`src/rtl/ppu_lcd_timing.sv`:
```
// PPU LCD timing generator: dot/line counters, STAT mode sequence,
// LY=LYC coincidence and V-Blank / STAT interrupt request pulses.
module ppu_lcd_timing #(
    parameter int DOTS_PER_LINE   = 456,
    parameter int VISIBLE_LINES   = 144,
    parameter int TOTAL_LINES     = 154,
    parameter int OAM_SCAN_DOTS   = 80,
    parameter int MODE3_BASE_DOTS = 172,
    parameter int X_WIDTH         = 9,
    parameter int Y_WIDTH         = 8
) (
    input  logic               clk4_2,
    input  logic               reset_n,
    input  logic               lcd_en,
    input  logic [3:0]         stat_sel,
    input  logic [Y_WIDTH-1:0] lyc,
    input  logic [7:0]         mode3_extra,
    output logic [X_WIDTH-1:0] counterX,
    output logic [Y_WIDTH-1:0] counterY,
    output logic [1:0]         stat_mode,
    output logic               lyc_match,
    output logic               line_start,
    output logic               v_blank_int_sig,
    output logic               stat_int_sig
);

    localparam logic [1:0] MODE_HBLANK = 2'b00;
    localparam logic [1:0] MODE_VBLANK = 2'b01;
    localparam logic [1:0] MODE_OAM    = 2'b10;
    localparam logic [1:0] MODE_XFER   = 2'b11;

    localparam int LW = X_WIDTH + 1;

    localparam logic [X_WIDTH-1:0] X_LAST = X_WIDTH'(DOTS_PER_LINE - 1);
    localparam logic [X_WIDTH-1:0] X_OAM  = X_WIDTH'(OAM_SCAN_DOTS);
    localparam logic [Y_WIDTH-1:0] Y_LAST = Y_WIDTH'(TOTAL_LINES - 1);
    localparam logic [Y_WIDTH-1:0] Y_VIS  = Y_WIDTH'(VISIBLE_LINES);

    localparam logic [LW-1:0] OAM_W    = LW'(OAM_SCAN_DOTS);
    localparam logic [LW-1:0] LEN_BASE = LW'(MODE3_BASE_DOTS);
    localparam logic [LW-1:0] LEN_MAX  =
        LW'(DOTS_PER_LINE - OAM_SCAN_DOTS - 1);

    logic               running;
    logic [LW-1:0]      len_q;
    logic [LW-1:0]      len_req;
    logic [LW-1:0]      len_cap;
    logic [LW-1:0]      len_eff;
    logic [LW-1:0]      xfer_end;
    logic               load_len;
    logic [X_WIDTH-1:0] x_next;
    logic [Y_WIDTH-1:0] y_next;
    logic [1:0]         mode_next;
    logic               stat_line;
    logic               stat_line_q;

    // After idle or reset the first enabled edge presents dot (0,0).
    always_comb begin
        x_next = '0;
        y_next = '0;
        if (running) begin
            if (counterX == X_LAST) begin
                x_next = '0;
                if (counterY == Y_LAST) begin
                    y_next = '0;
                end else begin
                    y_next = counterY + 1'b1;
                end
            end else begin
                x_next = counterX + 1'b1;
                y_next = counterY;
            end
        end
    end

    // Clamp keeps at least one HBlank dot at the end of every line.
    always_comb begin
        len_req  = LEN_BASE + LW'(mode3_extra);
        len_cap  = (len_req > LEN_MAX) ? LEN_MAX : len_req;
        load_len = (x_next == X_OAM) && (y_next < Y_VIS);
        len_eff  = load_len ? len_cap : len_q;
        xfer_end = OAM_W + len_eff;
    end

    always_comb begin
        mode_next = MODE_HBLANK;
        if (y_next >= Y_VIS) begin
            mode_next = MODE_VBLANK;
        end else if (x_next < X_OAM) begin
            mode_next = MODE_OAM;
        end else if ({1'b0, x_next} < xfer_end) begin
            mode_next = MODE_XFER;
        end else begin
            mode_next = MODE_HBLANK;
        end
    end

    always_comb begin
        stat_line = lcd_en & (
            (stat_sel[3] & lyc_match) |
            (stat_sel[2] & (stat_mode == MODE_OAM)) |
            (stat_sel[1] & (stat_mode == MODE_VBLANK)) |
            (stat_sel[0] & (stat_mode == MODE_HBLANK)));
    end

    always_ff @(posedge clk4_2 or negedge reset_n) begin
        if (!reset_n) begin
            running         <= 1'b0;
            counterX        <= '0;
            counterY        <= '0;
            stat_mode       <= MODE_HBLANK;
            lyc_match       <= 1'b0;
            line_start      <= 1'b0;
            v_blank_int_sig <= 1'b0;
            stat_int_sig    <= 1'b0;
            stat_line_q     <= 1'b0;
            len_q           <= LEN_BASE;
        end else if (!lcd_en) begin
            running         <= 1'b0;
            counterX        <= '0;
            counterY        <= '0;
            stat_mode       <= MODE_HBLANK;
            lyc_match       <= (lyc == '0);
            line_start      <= 1'b0;
            v_blank_int_sig <= 1'b0;
            stat_int_sig    <= 1'b0;
            stat_line_q     <= 1'b0;
            len_q           <= LEN_BASE;
        end else begin
            running         <= 1'b1;
            counterX        <= x_next;
            counterY        <= y_next;
            stat_mode       <= mode_next;
            lyc_match       <= (y_next == lyc);
            line_start      <= (x_next == '0);
            v_blank_int_sig <= (x_next == '0) && (y_next == Y_VIS);
            // Rising edge only: overlapping sources keep the line high.
            stat_int_sig    <= stat_line & ~stat_line_q;
            stat_line_q     <= stat_line;
            if (load_len) begin
                len_q <= len_cap;
            end
        end
    end

endmodule

```
`config.mk`:
```
export PLATFORM = sky130hd
export DESIGN_NAME = ppu_lcd_timing
export DESIGN_NICKNAME = d
export VERILOG_FILES = /design/src/rtl/ppu_lcd_timing.sv
export SDC_FILE = /design/constraint.sdc
export NUM_CORES = 1
export LEC_CHECK = 0
export BUFFER_PORTS_ARGS = -buffer_cell sky130_fd_sc_hd__buf_4
export CAP_MARGIN = 25
export CORE_AREA = 2 2 81 83
export DETAILED_ROUTE_END_ITERATION = 8
export DIE_AREA = 0 0 83 85
export PLACE_DENSITY = 0.73
export SYNTH_ARGS = -nofsm -noshare
export SYNTH_HDL_FRONTEND = slang
export SYNTH_SLANG_ARGS = --single-unit
```
`constraint.sdc`:
```
create_clock -name clk4_2 -period 7.05 [get_ports clk4_2]
set_clock_uncertainty 0.2 [all_clocks]
set_input_delay 1.0575 -clock clk4_2 [delete_from_list [all_inputs] [get_ports clk4_2]]
set_output_delay 1.0575 -clock clk4_2 [all_outputs]
set_load 0.005 [all_outputs]
```
==> results of run 1 <==
[path summary, 6_finish.rpt]
check                                            from                     end  slack [ns]
worst max-delay path            counterX[0]$_DFF_PN0_  stat_mode[1]$_DFF_PN0_        1.35
worst min register to register  stat_line_q$_DFF_PN0_  stat_int_sig$_DFF_PN0_        0.20
worst max register to register  counterX[0]$_DFF_PN0_  stat_mode[1]$_DFF_PN0_        1.35
min in group asynchronous                     reset_n   counterY[3]$_DFF_PN0_        0.50
worst min-delay path            stat_line_q$_DFF_PN0_  stat_int_sig$_DFF_PN0_        0.20
max in group asynchronous                     reset_n      len_q[5]$_DFF_PN1_        5.80
[cell type report]
cell class / instances / area (sq um)
Clock buffer: 6 / 82.6
Clock inverter: 2 / 35.0
Fill cell: 590 / 3060
Inverter: 14 / 52.6
Multi-Input combinational cell: 243 / 1660
Sequential cell: 35 / 881
Tap cell: 77 / 96.3
Timing Repair Buffer: 45 / 338
[worst reg2reg max path: cells and delay by family, from the launching register on]
kind | cells | cell delay, ns
AOI/OAI and AO/OA | 7 | 2.29
DFF | 1 | 0.44
xor gates and xnor gates | 1 | 0.12
adders and majority gates | 3 | 0.71
and+or+nand+nor | 5 | 1.86
[power breakdown]
group          total (uW)  leakage [uW]  switching [uW]  internal, uW
sequential            205      0.000466            2.23           203
clock                 191     0.0000612            77.0           114
combinational        52.9      0.000892            30.3          22.5
[cell families (layout without fill, tap and decap cells)]
kind of cell | Yosys count | in the layout | share of synthesized area
simple gates | 125 | 125 | 0.255
compound gates | 74 | 74 | 0.205
flops | 35 | 35 | 0.333
xor+xnor | 23 | 23 | 0.0762
fa+ha+maj | 14 | 14 | 0.0663
mux | 7 | 7 | 0.0270
buf+inv | 25 | 67 | 0.0379
[placed cells by master (no fill, tap or decap), types with 7 or more instances in the layout]
cell type,netlist,layout
ha_1,14,14
inv_1,14,14
a21oi_1,11,11
o21ai_0,13,13
nor2b_1,7,7
nand3_1,14,14
xor2_1,11,11
nor2_1,32,32
buf_4,0,45
xnor2_1,12,12
dfrtp_1,31,31
nand2_1,20,20
nor4_1,9,9
[flip-flops by register name (all words and copies together) (netlist names)]
register	flops
len_q	10
counterX	9
counterY	8
stat_mode	2
line_start	1
lyc_match	1
running	1
stat_int_sig	1
stat_line_q	1
v_blank_int_sig	1
[stage by stage]
| stage | setup slack, ns | util | instances | area (sq um) |
|---|---|---|---|---|
| after floorplan | 2.13 | - | 303 | 2640 |
| after global placement | 1.69 | 0.488 | 414 | 3030 |
| after detailed placement | 1.47 | 0.488 | 414 | 3030 |
| after CTS | 1.40 | 0.507 | 422 | 3150 |
| after global routing | 0.869 | 0.507 | 422 | 3150 |
| final | 1.35 | 0.507 | 422 | 3150 |
[routing by layer]
layer | track usage | up-vias | routed length [um]
met5 | 0 | - | 0
li1 | - | 1211 | -
met1 | 0.256 | 1196 | 3080
met3 | 0.0447 | 12 | 394
met4 | 0.0700 | 0 | 139
met2 | 0.312 | 82 | 3060
==> impl_metrics.ini, run 1 <==
[clock_tree]
cts_buffers = 5
cts_resized = 0
clk_path_buf_depth = 2
postCtsHoldBufs = 0
cts_tree = yes
cts_root_buffer = clkbuf_8
post-cts-setup-buffers = 0
cts_max_level = 2
clk_latency_ns = 0.30
cts.clk_slew.worst_paths_ns = 0.07
clkSinkCount = 35

[drt]
viasPerCell = 5.93
vias = 2501
ant_nets = 0
first_iter_violations = 200
drt_pre_antenna_iters = 4
drc = 0
drt_wl_total_um = 6680
wl_per_cell_um = 15.8

[sta]
maxSlewHeadroom = 0.515
min_period_ns = 5.70
grt_setup_unrepaired = no
hold_viol = 0
maxSlewViolCount = 0
clock.fmax_mhz = 175
fin_crit_sh = 0.809
tns_ns = 0
hold_slack_ns = 0.205
tightest_slew_ns = 0.725
setup_viol = 0

[global_route]
grt_max_degree = 36
grt_usage = 0.194
grt_pass1_vias = 2340
overflow = 0
grt_pass1_wl_um = 11100
antenna_found_initial = 0

[logic_synthesis]
yosysSeqAreaShare = 0.333
synth.distinct_cells = 67
ys_seq_elements = 35
yosysMostFrequentCell = nor2_1
ys_warn_count = 0
ys_top_cells_by_count = nor2_1 (32), dfrtp_1 (31), nand2_1 (20)
synth_area_leaders = dfrtp_1 (29%), ha_1 (6.6%), nor2_1 (4.5%), dfstp_2 (4.0%), xnor2_1 (4.0%)
synth-async-reset-ratio = 1.00
synthesis.nets = 340
syn_inst = 303
ys.flop_type = dfrtp_1
yosysTopAreaCell = dfrtp_1
synth_edf_count = 0
yosysTopAreaCellShare = 0.293
avgSynthCellArea_sq_um = 8.73
synth_area_sq_um = 2640

[setup_path]
crit_arrival_ns = 5.71
worstSetupPathType = reg -> reg
slowest_stage = or2_1
path_common_cell = ha_1
worst-path-max-fanout = 17
cpPeakStageDelay_ns = 0.53
worstPathRequired_ns = 7.05
worstSetupPathDepth = 16
endpoint_kind = register
critPathBufInv = 0
cp_cell_sequence = ha_1 > nand4_1 > or2_1 > a211oi_1 > o211ai_1 > nor3_4 > a31oi_1 > ha_1 > o32ai_1 > xnor2_1 > ha_1 > a2111oi_0 > nor2b_1 > nand3_1 > o311a_1 > a211oi_1
critical-path-top-delay-family = compound AO/OA/AOI/OAI gates
rr_worst_depth = 16
startpoint_type = register

[cells_and_area]
final_nets = 381
antenna_cells = 0
drive_above_1_share = 0.197
syn_to_final_growth_pct = 19.1

[status]
status = finished, final reports clean

[die]
die_area_sq_um = 7060
ioPinCount = 46
die_x_um = 83
coreArea_sq_um = 6200
die_y_um = 85
initial_utilization = 0.426
rows = 29

[min_path]
min_delay_path_depth = 1
hold_path.class = reg -> reg

[place]
port_buffers = 45
dpl.hpwl_um = 5030
gp_congestion = 0.923

[power_and_ir_drop]
power_leakage_uw = 0.00142
p_total_uw = 450
ir_drop_v = 0.0000770
power_density_nw_per_um2 = 143

[run]
maxCapViolCount = 0
Power figures use the tool's default switching activity.
==> run 2: changes to the inputs <==
ABC_AREA = 1   (was default)
CORE_AREA = 2 2 83 85   (was 2 2 81 83)
DIE_AREA = 0 0 85 87   (was 0 0 83 85)
PLACE_DENSITY = 0.75   (was 0.73)
clock period = 4.6 ns   (was 7.05 ns; I/O delays follow)
==> run 2 against run 1 <==
Against the previous run:
- setup slack got worse by 0.64 ns
- core utilization fell by 1.1 points
- sequential cell count is the same
- via count fell by 1.2%
- final cell count increased by 16%
- global-route usage decreased by 1.4 points
- final area rose by 3.5%
- critical path depth increased by 11
- sequential power is 54% higher
- fmax increased by 46%
- clock power up 20%
==> impl_metrics.ini, run 2 <==
[place]
gp_congestion = 0.856
port_buffers = 45
dp_cells = 480
dpl.hpwl_um = 4860

[logic_synthesis]
yosysTopAreaCellShare = 0.281
yosysTopAreaCell = dfrtp_1
yosysMostFrequentCell = nand2_1
ys_top_cells_by_count = nand2_1 (77), inv_1 (49), nor2_1 (33), dfrtp_1 (31), nand3_1 (27)
synth_area_leaders = dfrtp_1 (28%), nand2_1 (10%), inv_1 (6.7%), ha_1 (6.3%), nand3_1 (4.9%)
synth.distinct_cells = 48
syn_inst = 360
synth_area_sq_um = 2770
synth-async-reset-ratio = 1.00
ys_seq_elements = 35
yosysSeqAreaShare = 0.319
ys.flop_type = dfrtp_1
ys_warn_count = 0
synth_edf_count = 0
synthesis.nets = 397
avgSynthCellArea_sq_um = 7.68

[drt]
drc = 0
wl_per_cell_um = 12.4
drt_pre_antenna_iters = 4
ant_nets = 0
first_iter_violations = 114
vias = 2471
viasPerCell = 5.06
drt_wl_total_um = 6060

[status]
status = finished, final reports clean

[clock_tree]
cts.clk_slew.worst_paths_ns = 0.07
clk_path_buf_depth = 2
postCtsHoldBufs = 0
cts_buffers = 5
clkSinkCount = 35
cts_root_buffer = clkbuf_8
clk_latency_ns = 0.29
cts_tree = yes
post-cts-setup-buffers = 0
cts_resized = 0
cts_max_level = 2

[global_route]
grt_usage = 0.179
overflow = 0
antenna_found_initial = 0
grt_pass1_vias = 2387
grt_max_degree = 36
grt_pass1_wl_um = 10800

[setup_path]
endpoint_kind = register
worstSetupPathType = reg -> reg
slowest_stage = dfrtp_1
cpPeakStageDelay_ns = 0.50
crit_start = counterY[0]$_DFF_PN0_
worst-path-max-fanout = 9
crit_arrival_ns = 3.90
path_common_cell = nand2_1
worstPathRequired_ns = 4.60
reg2reg_from = counterY[0]$_DFF_PN0_
startpoint_type = register

[min_path]
hold_path.class = in -> async

[power_and_ir_drop]
ir_drop_v = 0.000106
power_density_nw_per_um2 = 191
power_leakage_uw = 0.00179

[cells_and_area]
final_cell_mix = nand2_1 (77), inv_1 (49), buf_4 (45), nor2_1 (33), dfrtp_1 (31)
finalNonFillerCells = 488
syn_to_final_growth_pct = 17.8
final_common_cell = nand2_1
regMostFlops = len_q
final_nets = 444
drive_above_1_share = 0.270
antenna_cells = 0
largestRegisters = len_q x10, counterX x9, counterY x8
largest_reg_flops = 10
fill_cells = 649

[die]
die_area_sq_um = 7400
die_x_um = 85
initial_utilization = 0.421
ioPinCount = 46
die_y_um = 87
rows = 30
coreArea_sq_um = 6570

[sta]
tightest_slew_ns = 0.522
setup_viol = 0
fin_crit_sh = 0.847
maxSlewHeadroom = 0.651
min_period_ns = 3.90
maxSlewViolCount = 0
tns_ns = 0
hold_slack_ns = 0.140
hold_viol = 0
grt_setup_unrepaired = no
clock.fmax_mhz = 257

[run]
maxCapViolCount = 0
-- run 2: cell types whose count changed after synthesis, sizes merged, moves of 5 or more --
| cell | change |
|---|---|
| nor2b | -7 |
| xnor2 | -7 |
| inv | +47 |
| mux2i | -6 |
| clkbuf | -6 |
| a31oi | -6 |
| xor2 | -5 |
| nand3 | +22 |
| nand2 | +73 |
| nor2 | +9 |
| and3 | -7 |
| nor4 | -7 |
| nand4 | +10 |
-- run 2: where the power goes --
part	internal [uW]	switching (uW)	total, uW
Clock	121	109	229
Combinational	31.6	46.5	78.1
Sequential	311	3.97	315
-- run 2: through the flow --
step | util | power (uW) | cell area, sq um | setup slack, ns
6_report | 0.496 | 623 | 3260 | 0.702
5_1_grt | 0.496 | 656 | 3260 | 0.335
4_1_cts | 0.496 | 631 | 3260 | 0.711
3_5_place_dp | 0.482 | 400 | 3170 | 0.497
3_3_place_gp | 0.482 | 398 | 3170 | 0.635
2_1_floorplan | - | 363 | 2770 | 0.888
-- run 2: layer usage --
metal	global-route usage	share of wire	wire length (um)
met5	0	0	0
met4	0.0534	0.012	71
met3	0.0360	0.044	264
met2	0.328	0.52	3180
met1	0.212	0.42	2550
-- run 2: worst max-delay path, delay by kind of cell (launching register included) --
family	cells	cell delay (ns)
compound gates	3	0.38
fa+ha+maj	3	0.78
buf+inv	3	0.18
flops	1	0.50
simple gates	18	1.77
-- run 2: cells by family (layout without fill, tap and decap cells) --
family / Yosys count / count (layout) / share of synthesized area
buf+inv: 66 / 114 / 0.100
xor+xnor: 11 / 11 / 0.0348
compound gates: 31 / 31 / 0.0701
fa+ha+maj: 14 / 14 / 0.0633
flops: 35 / 35 / 0.319
simple gates: 203 / 203 / 0.413
-- run 2: final timing paths --
kind / end / slack [ns] / cells after the start
max reg2reg: stat_mode[0]$_DFF_PN0_ / 0.70 / 27
max: stat_mode[0]$_DFF_PN0_ / 0.70 / 27
min in group clk4_2: stat_int_sig$_DFF_PN0_ / 0.20 / 1
min: counterX[8]$_DFF_PN0_ / 0.14 / 1
max in group asynchronous: len_q[7]$_DFF_PN1_ / 3.70 / 1
min reg2reg: stat_int_sig$_DFF_PN0_ / 0.20 / 1
-- run 2: final cells by class --
cell class	count	area (sq um)	area share
multi-input combinational	259	1610	0.493
sequential	35	881	0.270
timing repair buffer	45	338	0.104
inverter	61	241	0.0741
tap	80	100	0.0307
clock buffer	7	86.3	0.0265
clock inverter	1	5.00	0.00154
==> run 3: changes to the inputs <==
clock period = 3.4 ns   (was 4.6 ns; I/O delays follow)
==> run 3 against run 2 <==
Against the previous run:
- the flow now finishes with violations (negative setup slack)
- total power is 42% higher
- sequential power is 35% higher
- global-route usage up 2.0 points
- highest routed layer unchanged
==> impl_metrics.ini, run 3 (same netlist as run 2, synthesis figures left out) <==
[clock_tree]
clkSinkCount = 35
clk_path_buf_depth = 2
cts_root_buffer = clkbuf_8
cts_tree = yes
cts.clk_slew.worst_paths_ns = 0.07
cts_max_level = 2
cts_buffers = 5
clk_latency_ns = 0.30

[setup_path]
worstPathRequired_ns = 3.43
worstSetupPathType = reg -> reg
endpoint_kind = register
worstSetupPathDepth = 29
critical-path-top-delay-family = simple AND/OR/NAND/NOR gates
path_common_cell = nand2_1
rr_endpoint = stat_mode[0]$_DFF_PN0_
cpPeakStageDelay_ns = 0.40
worst-path-max-fanout = 7
rr_worst_depth = 29
crit_arrival_ns = 3.46
critPathBufInv = 4
r2r_slack_ns = -0.03
startpoint_type = register
reg2reg_from = counterX[0]$_DFF_PN0_
slowest_stage = dfrtp_1

[drt]
vias = 2766
viasPerCell = 5.07
drt_pre_antenna_iters = 4
ant_nets = 0
drc = 0
drt_wl_total_um = 7320
first_iter_violations = 151
wl_per_cell_um = 13.4

[place]
dp_cells = 532
gp_congestion = 0.900
dpl_cell_area_sq_um = 3630
dpl.hpwl_um = 5570
port_buffers = 45
dp_slack_ns = -0.278

[status]
violations = negative setup slack
status = complete, but fails checks

[die]
rows = 30
initial_utilization = 0.421
coreArea_sq_um = 6570
die_y_um = 87
die_area_sq_um = 7400
ioPinCount = 46
die_x_um = 85

[cells_and_area]
final_area_sq_um = 3870
finalNonFillerCells = 546
final_cell_mix = buf_4 (103), nand2_1 (73), inv_1 (44), nor2_1 (31), dfrtp_1 (30)
syn_to_final_growth_pct = 39.9
multiInputGateArea_sq_um = 1770
regArea_sq_um = 882
antenna_cells = 0
largestRegisters = len_q x10, counterX x9, counterY x8
final_nets = 503
drive_above_1_share = 0.414
fill_cells = 573
largest_reg_flops = 10
final_common_cell = buf_4
regMostFlops = len_q

[min_path]
hold_path.class = reg -> reg
hold_path.startpoint = stat_line_q$_DFF_PN0_
hold_end = stat_int_sig$_DFF_PN0_
min_delay_path_depth = 1

[global_route]
overflow = 0
grt_max_degree = 36
grt_pass1_vias = 2780
antenna_found_initial = 0
grt_usage = 0.200
grt_pass1_wl_um = 12000

[sta]
clock.fmax_mhz = 292
fin_crit_sh = 1.01
timing.final.ws_setup_ns = -0.0304
maxSlewHeadroom = 0.688
hold_viol = 0
maxSlewViolCount = 0
setup_viol = 1
grt_setup_unrepaired = yes
tightest_slew_ns = 0.468
min_period_ns = 3.43
tns_ns = -0.0304

[power_and_ir_drop]
ir_drop_v = 0.000140
p_total_uw = 887
power_leakage_uw = 0.00207
power_density_nw_per_um2 = 229

[run]
maxCapViolCount = 0
[run 3: changes by cell type in the layout (fill, tap and decap cells not counted), moves of 3 or more]
cell     before  now
buf_4        45  103
ha_1         14    9
ha_4          0    4
inv_1        49   44
inv_2         9   13
nand2_1      77   73
nand2_2       7   10
o21ai_0       9    6
[run 3: layout make-up]
cell class	instances	share of cell area
multi-input cells	259	0.458
flip-flops and latches	35	0.228
repair buffers	104	0.202
inverters	61	0.0631
well taps	80	0.0259
clock buffers	6	0.0213
clock inverters	1	0.00129
[run 3: what timing repair did]
action | in CTS | in global routing
buffers inserted | 4 | 2
endpoints found under the hold margin | 31 | 0
hold buffers | 1 | 0
gates resized for setup | 9 | 13
pin swaps | 14 | 4
setup endpoints to repair | 2 | 2
[run 3: worst max path at each step]
| stage | startpoint | endpoint | slack [ns] |
|---|---|---|---|
| 6_report | counterX[0]$_DFF_PN0_ | stat_mode[0]$_DFF_PN0_ | -0.03 |
| 5_1_grt | counterX[0]$_DFF_PN0_ | stat_mode[0]$_DFF_PN0_ | -0.24 |
| 4_1_cts | counterX[0]$_DFF_PN0_ | stat_mode[0]$_DFF_PN0_ | -0.09 |
| 3_5_place_dp | mode3_extra[2] | stat_mode[0]$_DFF_PN0_ | -0.28 |
| 3_3_place_gp | mode3_extra[2] | stat_mode[0]$_DFF_PN0_ | -0.15 |
| 2_1_floorplan | mode3_extra[2] | stat_mode[0]$_DFF_PN0_ | 0.001 |
[run 3: per-stage QoR]
stage                      util  hold slack (ns)
after floorplan               -           0.0144
after global placement    0.552            0.183
after detailed placement  0.552            0.191
after CTS                 0.580            0.200
after global routing      0.589            0.207
final                     0.589            0.195
[run 3: per-layer routing]
metal / share of wire / track usage
met1: 0.40 / 0.227
met2: 0.55 / 0.376
met3: 0.036 / 0.0303
met4: 0.020 / 0.0750
met5: 0 / 0
[run 3: where the power goes]
part           switching [uW]  total, uW  internal (uW)
logic                    77.5        149           71.6
clock network             155        314            159
registers                3.17        424            421
total                     235        887            652
